**config.mk**
```make
export PLATFORM = sky130hd
export DESIGN_NAME = cla_pipe_addsub
export DESIGN_NICKNAME = d
export VERILOG_FILES = /design/src/rtl/cla_pipe_addsub.sv
export SDC_FILE = /design/constraint.sdc
export NUM_CORES = 1
export LEC_CHECK = 0
export BUFFER_PORTS_ARGS = -buffer_cell sky130_fd_sc_hd__buf_2
export CORE_MARGIN = 5
export CORE_UTILIZATION = 45
export CTS_CLUSTER_DIAMETER = 30
export CTS_CLUSTER_SIZE = 40
export DETAILED_ROUTE_END_ITERATION = 10
export GPL_ROUTABILITY_DRIVEN = 1
export HOLD_SLACK_MARGIN = 0.02
export PLACE_DENSITY = 0.72
export SLEW_MARGIN = 20
export SYNTH_ARGS = -nofsm -noshare
export SYNTH_HDL_FRONTEND = slang
export SYNTH_SLANG_ARGS = --single-unit
```
**constraint.sdc**
```tcl
create_clock -name clk -period 2 [get_ports clk]
set_input_delay 0.1 -clock clk [delete_from_list [all_inputs] [get_ports clk]]
set_output_delay 0.1 -clock clk [all_outputs]
set_load 0.005 [all_outputs]
```
**src/rtl/cla_pipe_addsub.sv**
```systemverilog
// -----------------------------------------------------------------------------
// cla_pipe_addsub
//   Pipelined carry-lookahead adder/subtractor. The operands are cut into
//   G = WIDTH/BLOCK groups. Stage k resolves group k with a BLOCK-wide lookahead
//   and hands its carry-out to stage k+1 through a register. Each stage carries
//   the sum bits resolved so far, plus the still-unresolved upper slices of a and
//   b'. A valid/ready handshake on both sides gives full throughput; the whole
//   pipe stalls as a unit.
//
// Ports
//   clk, rst                 clock (rising edge), synchronous active-high reset
//   in_valid / in_ready      input handshake
//   in_a, in_b               operands (WIDTH)
//   in_cin                   carry-in (add) / borrow-in (sub)
//   in_sub                   1 = a - b, 0 = a + b
//   in_tag                   sideband tag (TAG_W), returned with the result
//   out_valid / out_ready    output handshake
//   out_sum                  result (WIDTH)
//   out_cout                 carry out of bit WIDTH-1
//   out_ovf                  signed overflow
//   out_tag                  tag of this result
// -----------------------------------------------------------------------------

// One lookahead group: bit g/p cells feeding a flattened carry lookahead.
//   a_i, b_i  group operand slices (b already conditionally inverted)
//   c_i       carry into the group
//   sum_o     group sum bits
//   c_o       carry out of the group
//   c_msb_o   carry into the group's top bit (used for signed overflow)
module cla_group #(
    parameter int BLOCK = 8
) (
    input  logic [BLOCK-1:0] a_i,
    input  logic [BLOCK-1:0] b_i,
    input  logic             c_i,
    output logic [BLOCK-1:0] sum_o,
    output logic             c_o,
    output logic             c_msb_o
);
    logic [BLOCK-1:0] g;
    logic [BLOCK-1:0] p;
    logic [BLOCK:0]   c;

    assign g = a_i & b_i;
    assign p = a_i ^ b_i;

    // c[i+1] = g[i] | p[i]g[i-1] | ... | p[i..0]c_i, written out as a
    // sum of products so every carry is two logic levels from g/p.
    always_comb begin
        logic acc;
        logic prod;
        acc  = 1'b0;
        prod = 1'b0;
        c    = '0;
        c[0] = c_i;
        for (int i = 0; i < BLOCK; i++) begin
            acc = c_i;
            for (int j = 0; j <= i; j++) acc = acc & p[j];
            for (int j = 0; j <= i; j++) begin
                prod = g[j];
                for (int m = j + 1; m <= i; m++) prod = prod & p[m];
                acc = acc | prod;
            end
            c[i+1] = acc;
        end
    end

    assign sum_o   = p ^ c[BLOCK-1:0];
    assign c_o     = c[BLOCK];
    assign c_msb_o = c[BLOCK-1];
endmodule

module cla_pipe_addsub #(
    parameter int WIDTH = 32,
    parameter int BLOCK = 8,
    parameter int TAG_W = 4
) (
    input  logic             clk,
    input  logic             rst,
    input  logic             in_valid,
    output logic             in_ready,
    input  logic [WIDTH-1:0] in_a,
    input  logic [WIDTH-1:0] in_b,
    input  logic             in_cin,
    input  logic             in_sub,
    input  logic [TAG_W-1:0] in_tag,
    output logic             out_valid,
    input  logic             out_ready,
    output logic [WIDTH-1:0] out_sum,
    output logic             out_cout,
    output logic             out_ovf,
    output logic [TAG_W-1:0] out_tag
);
    localparam int G = WIDTH / BLOCK;

    if ((WIDTH % BLOCK) != 0 || G < 1) begin : g_bad_params
        $error("cla_pipe_addsub: WIDTH (%0d) must be a non-zero multiple of BLOCK (%0d)",
               WIDTH, BLOCK);
    end

    logic             adv;
    logic [WIDTH-1:0] b_prep;
    logic             c0;
    logic [G-1:0]     vld_q;
    logic [G:0]       vld_pipe;

    // Subtract as a + ~b + 1; a borrow-in cancels the +1.
    assign b_prep = in_sub ? ~in_b : in_b;
    assign c0     = in_cin ^ in_sub;

    // vld_pipe[0] is the op being offered, vld_pipe[k+1] is stage k.
    assign vld_pipe  = {vld_q, in_valid};
    assign out_valid = vld_q[G-1];
    assign adv       = ~out_valid | out_ready;
    assign in_ready  = adv;

    always_ff @(posedge clk) begin
        if (rst)      vld_q <= '0;
        else if (adv) vld_q <= vld_pipe[G-1:0];
    end

    genvar k;
    for (k = 0; k < G; k++) begin : g_stg
        localparam int LO  = k * BLOCK;           // first bit this stage resolves
        localparam int REM = WIDTH - LO - BLOCK;  // bits still unresolved after it

        logic [WIDTH-LO-1:0]   a_in;
        logic [WIDTH-LO-1:0]   b_in;
        logic                  cin_s;
        logic [TAG_W-1:0]      tag_in;
        logic [LO+BLOCK-1:0]   sum_d;
        logic [BLOCK-1:0]      gsum;
        logic                  gcout;
        logic                  gcmsb;
        logic                  load;

        logic [TAG_W-1:0]      tag_q;
        logic [LO+BLOCK-1:0]   sum_q;
        logic                  c_q;

        if (k == 0) begin : g_src
            assign a_in   = in_a;
            assign b_in   = b_prep;
            assign cin_s  = c0;
            assign tag_in = in_tag;
            assign sum_d  = gsum;
        end else begin : g_src
            assign a_in   = g_stg[k-1].g_rem.a_q;
            assign b_in   = g_stg[k-1].g_rem.b_q;
            assign cin_s  = g_stg[k-1].c_q;
            assign tag_in = g_stg[k-1].tag_q;
            assign sum_d  = {gsum, g_stg[k-1].sum_q};
        end

        cla_group #(.BLOCK(BLOCK)) u_grp (
            .a_i    (a_in[BLOCK-1:0]),
            .b_i    (b_in[BLOCK-1:0]),
            .c_i    (cin_s),
            .sum_o  (gsum),
            .c_o    (gcout),
            .c_msb_o(gcmsb)
        );

        // Data only moves with a real op, so bubbles leave the registers
        // untouched and a freshly reset pipe keeps presenting zeros.
        assign load = adv & vld_pipe[k];

        always_ff @(posedge clk) begin
            if (rst) begin
                tag_q <= '0;
                sum_q <= '0;
                c_q   <= 1'b0;
            end else if (load) begin
                tag_q <= tag_in;
                sum_q <= sum_d;
                c_q   <= gcout;
            end
        end

        if (REM > 0) begin : g_rem
            logic [REM-1:0] a_q;
            logic [REM-1:0] b_q;
            always_ff @(posedge clk) begin
                if (rst) begin
                    a_q <= '0;
                    b_q <= '0;
                end else if (load) begin
                    a_q <= a_in[WIDTH-LO-1:BLOCK];
                    b_q <= b_in[WIDTH-LO-1:BLOCK];
                end
            end
        end else begin : g_last
            // Signed overflow: carry into the sign bit differs from carry out.
            logic ovf_q;
            always_ff @(posedge clk) begin
                if (rst)       ovf_q <= 1'b0;
                else if (load) ovf_q <= gcout ^ gcmsb;
            end
        end
    end

    assign out_sum  = g_stg[G-1].sum_q;
    assign out_cout = g_stg[G-1].c_q;
    assign out_ovf  = g_stg[G-1].g_last.ovf_q;
    assign out_tag  = g_stg[G-1].tag_q;
endmodule

```
# ---- Word-level counts from Yosys, hierarchy flattened
# Cells that the tools add are included.
dict set report totals {
  reg_bits 201
}
dict set report op_classes {
  mux 1
  bitwise_logic 309
}
# op count
set ops {}
lappend ops {{$and 1x1->1} 148}
lappend ops {{$or 1x1->1} 145}
lappend ops {{$xor 8x8->8} 8}
lappend ops {{$and 8x8->8} 4}
lappend ops {{$mux 32} 1}
lappend ops {{$not 32->32} 1}
lappend ops {{$xor 1x1->1} 2}
lappend ops {{$not 1->1} 1}

# ---- Depth between registers and ports, before layout
# Gate-level depths: netlist of the first run.
dict set report depth {
  depth_word 19
  mapped_depth 10
  ltp_nobuf 8
}

# ---- By module
# Synthesis of the first run repeated with hierarchy kept, for this count alone.
dict set report hier_totals {
  hier_cells 1081
  area_unflattened_um2 9302.7
}
# mod instances cells_per_inst area_per_inst_um2 seq_area_each_um2
set by_module_without_submodules {}
lappend by_module_without_submodules {cla_pipe_addsub 1 922 7898.8 4023.9}
lappend by_module_without_submodules {{cla_group (g_stg[1].u_grp ...)} 3 40 346.6 0.0}
lappend by_module_without_submodules {{cla_group (g_stg[0].u_grp)} 1 39 364.1 0.0}

# ---- Worst setup path before layout of the first run
# OpenSTA, ideal clock, no wires.
dict set report synth_timing {
  kind {input port to flip-flop}
  start {input in_sub}
  end {register g_stg[0].sum_q[7]}
  arrival_ps 1990
  t_required_ps 1867
  setup_slack_ps -123
  cell_stages 10
  path_buffers 2
  path_cell_list {buf_2 buf_2 xor2_1 ha_1 ha_1 o211ai_1 nand2_1 a221oi_2 mux2i_1 o21ai_0}
}
dict set report synth_via {
  elab_chain_cells 17
}
# item line
set synth_lines {}
lappend synth_lines {{start, declared} 85} ;# input logic in_sub,
lappend synth_lines {{$mux 32} 108} ;# assign b_prep = in_sub ? ~in_b : in_b;
lappend synth_lines {{$xor 8x8->8} 45} ;# assign p = a_i ^ b_i;
lappend synth_lines {{$and 1x1->1 (7 in a row)} 58} ;# for (int j = 0; j <= i; j++) acc = acc & p[j];
lappend synth_lines {{$or 1x1->1 (7 in a row)} 62} ;# acc = acc | prod;
lappend synth_lines {{$xor 8x8->8 *} 68} ;# assign sum_o = p ^ c[BLOCK-1:0];
lappend synth_lines {{end signal, assigned} 175} ;# sum_q <= sum_d;
lappend synth_lines {{end, declared} 138} ;# logic [LO+BLOCK-1:0] sum_q;
# Every way passes the cells marked *; elsewhere a longest branch is shown, timed or not.
# A chain may end at the register's enable or synchronous reset.

# ---- Worst setup path in the final report of the first run
dict set report layout_timing {
  start {register g_stg[2].g_rem.a_q[0]}
  end {register g_stg[3].g_last.ovf_q (netlist: out_ovf)}
}
dict set report layout_via {
  elab_chain_cells 18
}
# item line
set layout_lines {}
lappend layout_lines {{start, declared} 181} ;# logic [REM-1:0] a_q;
lappend layout_lines {{start signal, assigned} 188} ;# a_q <= a_in[WIDTH-LO-1:BLOCK];
lappend layout_lines {{$xor 8x8->8} 45}
lappend layout_lines {{$and 1x1->1 (8 in a row)} 58}
lappend layout_lines {{$or 1x1->1 (8 in a row)} 62}
lappend layout_lines {{$xor 1x1->1 *} 197} ;# else if (load) ovf_q <= gcout ^ gcmsb;
lappend layout_lines {{end signal, assigned} 197}
lappend layout_lines {{end, declared} 194} ;# logic ovf_q;
# Marked as above.

==> results.py, run 1 <==
metrics = {
    "routing": {
        "wl_per_cell_um": 13.5,
        "drtAntennaViolNets": 0,
        "via_count": 7409,
        "routed_via_density": 5.02,
        "drt_iter0_drc": 405,
        "drt_first_pass_iters": 5,
        "drt_wl_total_mm": 19.9,
        "drc": 0,
    },
    "clock_network": {
        "cts.clk_slew.worst_paths_ns": 0.05,
        "htree_num_levels": 2,
        "clockBufferDepth": 3,
        "clkSinkCount": 201,
        "cts_tree": "built",
        "root_buffer": "clkbuf_16",
        "cts_buffers": 36,
        "clock_insertion_delay_worst_skew_ns": 0.50,
    },
    "power": {
        "switching_power_mw": 2.62,
        "pwr-share-comb": 0.084,
        "power_mw": 11.4,
        "p_clk_frac": 0.542,
        "switching_share": 0.230,
        "p_leak_nw": 4.58,
        "vdd_ir_drop_max_mv": 0.602,
        "power.internal_mw": 8.76,
        "seqPwrFrac": 0.374,
        "pwr_density_cell_nw_per_um2": 1000,
    },
    "logic_synthesis": {
        "avgSynthCellArea_um2": 8.46,
        "ys.flop_type": "dfxtp_1",
        "synthesis.area_um2": 8690,
        "synth-edff-count": 0,
        "async_flop_share": 0,
        "yosysSeqAreaShare": 0.463,
        "syn_nets": 1141,
        "synthDistinctLibCells": 46,
        "synth_cells": 1027,
        "ys_seq_elements": 201,
        "yosys_warnings": 0,
    },
    "critical_path": {
        "path_class": "reg2reg",
        "cp-start-kind": "flop",
        "cp_data_required_time_ns": 2.38,
        "crit_chain": "ha_1 -> ha_1 -> o211ai_2 -> a21oi_2 -> nor3_4 -> nor2_1 -> a2111oi_2",
        "r2r_end": "out_ovf",
        "ff2ff_path_depth": 7,
        "cp-startpoint": "g_stg[2].g_rem.a_q[0]",
        "path_max_fanout": 4,
        "cp.arrival_ns": 2.27,
        "max_stage_delay_ns": 0.34,
        "crit_slowest_cell": "a2111oi_2",
        "timing.rr.start": "g_stg[2].g_rem.a_q[0]",
        "crit_top_cell": "ha_1",
        "end_kind": "flop",
        "rrSetupSlack_ns": 0.11,
    },
    "final_layout": {
        "fin_cells": 1476,
        "drive_gt1_frac": 0.204,
        "n_antenna_cell": 0,
        "fillers": 1619,
        "area_growth_pct": 30.7,
        "sequential_cell_area_um2": 4030,
        "nets": 1303,
        "multiInputGateArea_um2": 4320,
        "layout_commonest_cell": "nand2_1",
        "final_cell_mix": "nand2_1 (310), dfxtp_1 (199), a21oi_1 (162), buf_2 (112), dlygate4sd3_1 (54)",
    },
    "timing": {
        "final.setup.tns_ns": 0,
        "tightest_slew_ns": 0.470,
        "period_share": 0.947,
        "hold_viol_final": 0,
        "hold_ws_ns": 0.0874,
        "setup_viol": 0,
        "finalCriticalPeriod_ns": 1.89,
        "maxSlewHeadroom": 0.687,
        "drv_slew": 0,
        "max_freq_mhz": 528,
        "skew_ns": 0.0161,
    },
    "floorplanning": {
        "initial_core_util": 0.461,
        "fp-row-count": 50,
        "die_width_um": 149,
        "die_h_um": 149,
        "coreArea_um2": 18800,
        "die_area_um2": 22200,
        "ioPinCount": 114,
    },
    "worst_hold_path": {
        "holdPathEnd": "g_stg[0].sum_q[4]",
        "min_path_type": "in2reg",
        "min-delay-start": "in_a[3]",
        "hold_depth": 5,
    },
    "global_route": {
        "grt_usage": 0.175,
        "grt_pass1_wl_mm": 33.0,
        "grt_max_degree": 70,
        "grt.overflow.total": 0,
        "antenna_found_initial": 0,
        "grt_pass1_vias": 6879,
    },
    "flow_run": {
        "drv_cap": 0,
    },
    "outcome": {
        "outcome": "finished clean",
    },
    "placement": {
        "place_inst": 1355,
        "portBuffers": 113,
        "place.gp.congestion": 0.818,
        "dp.final_hpwl_mm": 13.5,
    },
}
## worst max-delay path, delay by kind of cell (launching register included)
| family | cells | cell delay (ns) |
|---|---|---|
| and+or+nand+nor | 2 | 0.34 |
| DFF | 1 | 0.33 |
| AOI/OAI and AO/OA | 3 | 0.62 |
| adders and majority gates | 2 | 0.49 |
## cells in the mapped netlist (11+ instances only)
master    instances  area share
or4_1            11      0.0095
buf_2            40       0.023
clkbuf_1         24       0.010
nand3b_1         12       0.010
xor2_1           12       0.012
ha_1             36       0.052
nor2_1           44       0.019
nand4b_1         11       0.011
nand3_1          11      0.0063
nand2_1         312        0.13
dfxtp_1         201        0.46
o21ai_0          11      0.0063
a21oi_1         162       0.093
a211oi_2         25       0.036
xnor2_1          32       0.032
## cell type report
| class | count | share of cell area |
|---|---|---|
| well taps | 260 | 0.0287 |
| repair buffers | 197 | 0.123 |
| flip-flops and latches | 201 | 0.355 |
| clock buffers | 45 | 0.0904 |
| clock inverters | 20 | 0.0206 |
| multi-input cells | 748 | 0.380 |
| inverters | 5 | 0.00165 |
## power by group through the flow
stage / clock network, mW / logic [mW] / registers, mW
5_1_grt: 6.46 / 1.07 / 4.27
4_1_cts: 6.28 / 0.957 / 4.25
3_3_place_gp: 0 / 0.852 / 4.33
3_5_place_dp: 0 / 0.866 / 4.33
6_report: 6.16 / 0.961 / 4.26
2_1_floorplan: 0 / 0.630 / 4.30
## metal layers
layer	wire length (um)	up-vias	track usage
met5	0	-	0
met4	279	0	0.0517
met3	1120	23	0.0349
met2	8770	190	0.266
met1	9730	3382	0.253
li1	-	3814	-
## logic make-up after synthesis
group	count (synthesis)	share of synthesized area
compound gates	231	0.168
buf+inv	78	0.0438
xor+xnor	44	0.0444
flops	201	0.463
fa+ha+maj	40	0.0611
mux	5	0.00576
simple gates	428	0.213
## flip-flops by register name, summed over array words and instances (netlist names), 3 cells and up
register,flops
g_stg.g_rem.b_q,48
out_sum,32
vld_q,4
g_stg.g_rem.a_q,48
g_stg.sum_q,48
g_stg.tag_q,12
out_tag,4
g_stg.c_q,3
## stage by stage
step | area (um2) | setup slack (ns) | util
6_report | 11300 | 0.106 | 0.603
5_1_grt | 11300 | -0.00301 | 0.603
4_1_cts | 11300 | 0.0296 | 0.600
3_5_place_dp | 9500 | 0.00798 | 0.505
3_3_place_gp | 9500 | 0.0978 | 0.505
2_1_floorplan | 8700 | 0.00471 | -
## worst max-delay path by stage
stage                    endpoint  slack [ns]  depth (start not counted)
6_report                  out_ovf        0.11                          7
5_1_grt        g_stg[1].sum_q[15]      -0.003                          7
4_1_cts                   out_ovf        0.03                          7
3_5_place_dp              out_ovf       0.008                          7
3_3_place_gp    g_stg[0].sum_q[7]         0.1                          9
2_1_floorplan   g_stg[0].sum_q[7]       0.005                         10
## timing repair
item / CTS / global route
setup endpoints to repair: 1 / 3
buffers inserted: 0 / 2
hold buffers: 54 / 0
hold endpoints to repair: 67 / 0
pin swaps: 0 / 2
gates resized for setup: 1 / 6
(Power assumes the default switching activity.)
==> inputs of run 2 (changes only) <==
Settings changed: CORE_ASPECT_RATIO set to 1.25.
==> run 2 against run 1 <==
Effect of this change: critical path depth up 1; power down 9.7%; setup slack worse by 0.0086 ns; worst hold slack worse by 0.020 ns; sequential share of layout area up 0.73 points; via count down 1.6%; final cell count down 2.4%; sequential power about the same; final area down 1.9%; count of clock-buffer cells in the layout down 7; fmax down 0.45%; sequential cell count unchanged; critical endpoint is now g_stg[1].c_q; highest routed layer unchanged.
==> results.py, run 2 (synthesis gave the netlist of run 1 again) <==
metrics = {
    "outcome": {
        "outcome": "finished clean",
    },
    "final_layout": {
        "n_antenna_cell": 0,
        "drive_gt1_frac": 0.201,
        "layout_commonest_cell": "nand2_1",
        "final_cell_mix": "nand2_1 (310), dfxtp_1 (196), a21oi_1 (162), buf_2 (112), dlygate4sd3_1 (54)",
        "final_util": 0.588,
        "nets": 1301,
        "area_growth_pct": 28.1,
        "finalInstanceArea_um2": 11100,
        "top_regs": "g_stg.g_rem.a_q x48, g_stg.g_rem.b_q x48, g_stg.sum_q x48",
    },
    "placement": {
        "pre_cts_ws_ns": 0.0378,
        "portBuffers": 113,
        "dp.final_hpwl_mm": 13.3,
        "place.gp.congestion": 0.791,
        "place_area_um2": 9510,
    },
    "power": {
        "pwr-share-comb": 0.094,
        "vdd_ir_drop_max_mv": 0.660,
        "p_leak_nw": 4.47,
        "switching_power_mw": 2.35,
        "seqPwrFrac": 0.413,
        "power_mw": 10.3,
        "pwr_density_cell_nw_per_um2": 924,
        "power.internal_mw": 7.93,
        "p_clk_frac": 0.493,
        "switching_share": 0.229,
    },
    "routing": {
        "wl_per_cell_um": 13.5,
        "drtAntennaViolNets": 0,
        "via_count": 7287,
        "drc": 0,
        "drt_first_pass_iters": 5,
        "drt_iter0_drc": 382,
        "routed_via_density": 5.06,
        "drt_wl_total_mm": 19.4,
    },
    "timing": {
        "period_share": 0.951,
        "skew_ns": 0.0121,
        "maxSlewHeadroom": 0.655,
        "fin_ws_ns": 0.0975,
        "setup_viol": 0,
        "finalCriticalPeriod_ns": 1.90,
        "drv_slew": 0,
        "tightest_slew_ns": 0.518,
        "max_freq_mhz": 526,
        "hold_viol_final": 0,
    },
    "floorplanning": {
        "coreArea_um2": 18900,
        "die_h_um": 165,
        "initial_core_util": 0.459,
        "die_width_um": 134,
        "ioPinCount": 114,
        "die_area_um2": 22200,
        "fp-row-count": 56,
    },
    "critical_path": {
        "crit_end": "g_stg[1].c_q",
        "cp.arrival_ns": 2.27,
        "cp_data_required_time_ns": 2.37,
        "crit_chain": "ha_1 -> ha_2 -> o211ai_1 -> nand2_1 -> a221oi_4 -> buf_4 -> nand2b_1 -> a221oi_1",
        "r2r_end": "g_stg[1].c_q",
        "cp-start-kind": "flop",
        "path_max_fanout": 3,
        "ff2ff_path_depth": 8,
        "path_class": "reg2reg",
        "max_stage_delay_ns": 0.33,
        "end_kind": "flop",
        "rrSetupSlack_ns": 0.1,
        "cp-startpoint": "g_stg[0].g_rem.a_q[0]",
        "crit_slowest_cell": "dfxtp_2",
        "timing.rr.start": "g_stg[0].g_rem.a_q[0]",
    },
    "clock_network": {
        "cts.clk_slew.worst_paths_ns": 0.05,
        "cts_buffers": 29,
        "clkSinkCount": 201,
        "root_buffer": "clkbuf_16",
        "cts_tree": "built",
        "clockBufferDepth": 3,
        "clock_insertion_delay_worst_skew_ns": 0.52,
        "htree_num_levels": 1,
    },
    "global_route": {
        "grt_usage": 0.172,
        "antenna_found_initial": 0,
        "grt_pass1_vias": 7068,
        "grt_pass1_wl_mm": 32.7,
        "grt_max_degree": 70,
        "grt.overflow.total": 0,
    },
    "flow_run": {
        "drv_cap": 0,
    },
    "worst_hold_path": {
        "min_path_type": "in2reg",
    },
}
==> run 2: cell count changes in the layout (fill, tap and decap cells not counted), moves of 2 or more <==
cell / previous run / this run
clkinv_2: 6 / 4
inv_6: 5 / 3
dfxtp_2: 2 / 5
clkinvlp_4: 3 / 1
ha_2: 0 / 3
clkbuf_16: 37 / 29
ha_1: 36 / 32
dfxtp_1: 199 / 196
buf_4: 25 / 28
clkbuf_8: 7 / 4
buf_12: 5 / 7
clkbuf_1: 1 / 5
==> run 2: final cells by class <==
class                           instances  area [um2]
Multi-Input combinational cell        748        4340
Fill cell                            1672        7790
Clock inverter                         14         191
Sequential cell                       201        4030
Tap cell                              232         290
Clock buffer                           38         800
Timing Repair Buffer                  202        1460
Inverter                                5        18.8
==> run 2: worst max-delay path, delay by kind of cell, from the launching register on <==
family / cells / cell delay, ns
DFF: 1 / 0.33
AOI/OAI and AO/OA: 3 / 0.54
and+or+nand+nor: 2 / 0.22
adders and majority gates: 2 / 0.48
buffers and inverters: 1 / 0.17
==> run 2: stage by stage <==
stage          std cells   TNS, ns  hold slack, ns
6_report            1440         0          0.0677
5_1_grt             1440  -0.00301          0.0962
4_1_cts             1436         0          0.0582
3_5_place_dp        1330         0           0.348
3_3_place_gp        1330         0           0.344
2_1_floorplan       1027         0           0.236
==> run 2: repair_timing <==
action | CTS | global route
endpoints found under the hold margin | 62 | 0
hold buffers | 54 | 0
setup buffers | 0 | 4
endpoints found under the setup margin | 0 | 6
resized for setup | 0 | 15
==> run 2: worst min path at each step <==
| stage | from | slack (ns) | depth (start not counted) | endpoint |
|---|---|---|---|---|
| after floorplan | in_a[18] | 0.24 | 2 | g_stg[0].g_rem.a_q[10] |
| after global placement | in_a[25] | 0.34 | 3 | g_stg[0].g_rem.a_q[17] |
| after global routing | in_a[0] | 0.1 | 4 | g_stg[0].sum_q[0] |
| final | in_a[0] | 0.07 | 4 | g_stg[0].sum_q[0] |
| after CTS | in_a[0] | 0.06 | 4 | g_stg[0].sum_q[0] |
| after detailed placement | in_a[27] | 0.35 | 3 | g_stg[0].g_rem.a_q[19] |
==> run 2: per-layer routing <==
metal / GRT usage / part of all wire / up-vias
li1: - / - / 3799
met5: 0 / 0 / -
met4: 0.0500 / 0.018 / 0
met3: 0.0200 / 0.039 / 30
met2: 0.293 / 0.47 / 147
met1: 0.231 / 0.47 / 3311
==> run 2: power groups by stage <==
stage,registers (mW),clock network (mW),logic [mW]
after global routing,4.26,5.36,1.07
final,4.25,5.07,0.964
after CTS,4.24,5.16,0.960
after detailed placement,4.33,0,0.871
after global placement,4.32,0,0.857
after floorplan,4.30,0,0.630
==> inputs of run 3 (changes only) <==
Settings changed: CORE_UTILIZATION 45 to 52, PLACE_DENSITY 0.72 to 0.81.
==> run 3 against run 2 <==
Effect of this change: fmax fell by 0.45%; worst hold slack got worse by 0.00054 ns; highest routed layer is now met5; count of clock-buffer cells in the layout fell by 6; sequential cell count did not move; clock power rose by 6.1%; critical path depth did not move; first-iteration DRC count rose by 19%.
==> results.py, run 3 (synthesis gave the netlist of run 1 again) <==
metrics = {
    "power": {
        "p_leak_nw": 4.50,
        "pwr_density_cell_nw_per_um2": 952,
        "vdd_ir_drop_max_mv": 0.727,
    },
    "routing": {
        "wl_per_cell_um": 14.0,
        "drc": 0,
        "via_count": 7497,
        "drt_wl_total_mm": 19.9,
        "drt_first_pass_iters": 5,
        "drt_iter0_drc": 453,
        "routed_via_density": 5.25,
        "drtAntennaViolNets": 0,
    },
    "timing": {
        "hold_viol_final": 0,
        "final.setup.tns_ns": 0,
        "maxSlewHeadroom": 0.610,
        "tightest_slew_ns": 0.583,
        "skew_ns": 0.0213,
        "setup_viol": 0,
        "period_share": 0.956,
        "max_freq_mhz": 523,
        "drv_slew": 0,
        "finalCriticalPeriod_ns": 1.91,
    },
    "critical_path": {
        "path_class": "reg2reg",
        "cp-start-kind": "flop",
        "rrSetupSlack_ns": 0.09,
        "crit_end": "g_stg[2].c_q",
        "ff2ff_path_depth": 8,
        "cp-startpoint": "g_stg[1].g_rem.a_q[0]",
        "r2r_end": "g_stg[2].c_q",
        "path_max_fanout": 4,
        "end_kind": "flop",
        "cp.arrival_ns": 2.30,
        "cp_data_required_time_ns": 2.38,
        "timing.rr.start": "g_stg[1].g_rem.a_q[0]",
    },
    "clock_network": {
        "clkSinkCount": 201,
        "cts_buffers": 29,
        "root_buffer": "clkbuf_16",
        "htree_num_levels": 1,
        "cts_tree": "built",
        "clock_insertion_delay_worst_skew_ns": 0.54,
        "clockBufferDepth": 3,
        "cts.clk_slew.worst_paths_ns": 0.06,
    },
    "floorplanning": {
        "die_h_um": 154,
        "die_width_um": 126,
        "die_area_um2": 19400,
        "initial_core_util": 0.532,
        "coreArea_um2": 16300,
        "ioPinCount": 114,
        "fp-row-count": 52,
    },
    "final_layout": {
        "finalInstanceArea_um2": 11100,
        "area_growth_pct": 28.1,
        "fin_cells": 1427,
        "n_antenna_cell": 0,
        "layout_commonest_cell": "nand2_1",
        "final_cell_mix": "nand2_1 (309), dfxtp_1 (197), a21oi_1 (162), buf_2 (112), dlygate4sd3_1 (54)",
        "final_util": 0.681,
        "nets": 1303,
        "top_regs": "g_stg.g_rem.a_q x48, g_stg.g_rem.b_q x48, g_stg.sum_q x48",
        "fillers": 1278,
        "sequential_cell_area_um2": 4030,
        "multiInputGateArea_um2": 4330,
        "drive_gt1_frac": 0.204,
    },
    "placement": {
        "dp.final_hpwl_mm": 12.8,
        "portBuffers": 113,
        "place_inst": 1314,
        "place_area_um2": 9460,
        "place.gp.congestion": 0.818,
    },
    "flow_run": {
        "drv_cap": 0,
    },
    "global_route": {
        "grt.overflow.total": 0,
        "grt_pass1_wl_mm": 33.3,
        "grt_max_degree": 83,
        "grt_pass1_vias": 7060,
        "grt_usage": 0.198,
        "antenna_found_initial": 1,
    },
    "outcome": {
        "outcome": "finished clean",
    },
    "worst_hold_path": {
        "min_path_type": "in2reg",
    },
}
==> run 3: worst min-delay path by stage <==
stage	from	to	slack (ns)	cells after the start
2_1_floorplan	in_a[18]	g_stg[0].g_rem.a_q[10]	0.24	2
3_3_place_gp	in_a[16]	g_stg[0].g_rem.a_q[8]	0.35	3
3_5_place_dp	in_a[27]	g_stg[0].g_rem.a_q[19]	0.35	3
4_1_cts	in_a[5]	g_stg[0].sum_q[7]	0.05	5
5_1_grt	in_a[4]	g_stg[0].sum_q[4]	0.11	4
6_report	in_a[4]	g_stg[0].sum_q[4]	0.07	4
==> run 3: where the power goes <==
part / internal (mW) / switching [mW]
logic: 0.439 / 0.532
registers: 4.16 / 0.0896
clock network: 3.50 / 1.88
==> run 3: cell type report <==
type                       instances  area share
multi-input combinational        748       0.389
sequential                       201       0.362
timing repair buffer             204       0.129
clock buffer                      32      0.0671
clock inverter                    21      0.0268
tap                              216      0.0243
inverter                           5     0.00169
==> run 3: critical path, cell delays in order, from the launching register on <==
cell and delay (ns):
dfxtp_2 0.33, ha_1 0.29, ha_1 0.19, o211ai_1 0.19, nand2_2 0.12, a221oi_4 0.31, buf_4 0.17, nand2b_1 0.09
a221oi_1 0.08
==> run 3: metrics by stage <==
stage	power, mW	worst slack (ns)	hold WS, ns
2_1_floorplan	4.93	0.00471	0.236
3_5_place_dp	5.18	0.0517	0.349
4_1_cts	10.6	0.0314	0.0546
5_1_grt	11.0	-0.0132	0.106
6_report	10.6	0.0889	0.0671
3_3_place_gp	5.16	0.124	0.345
==> run 3: metal layers <==
metal  global-route usage  up-vias  part of all wire
li1                     -     3817                 -
met1                0.265     3465              0.44
met2                0.327      180              0.48
met3               0.0366       33             0.055
met4               0.0620        2             0.021
met5                    0        -           0.00070
==> run 3: repair_timing <==
| action | CTS | global route |
|---|---|---|
| endpoints found under the setup margin | 0 | 5 |
| hold buffers | 54 | 0 |
| hold endpoints to repair | 66 | 0 |
| resized for setup | 0 | 12 |
| buffers inserted | 0 | 6 |
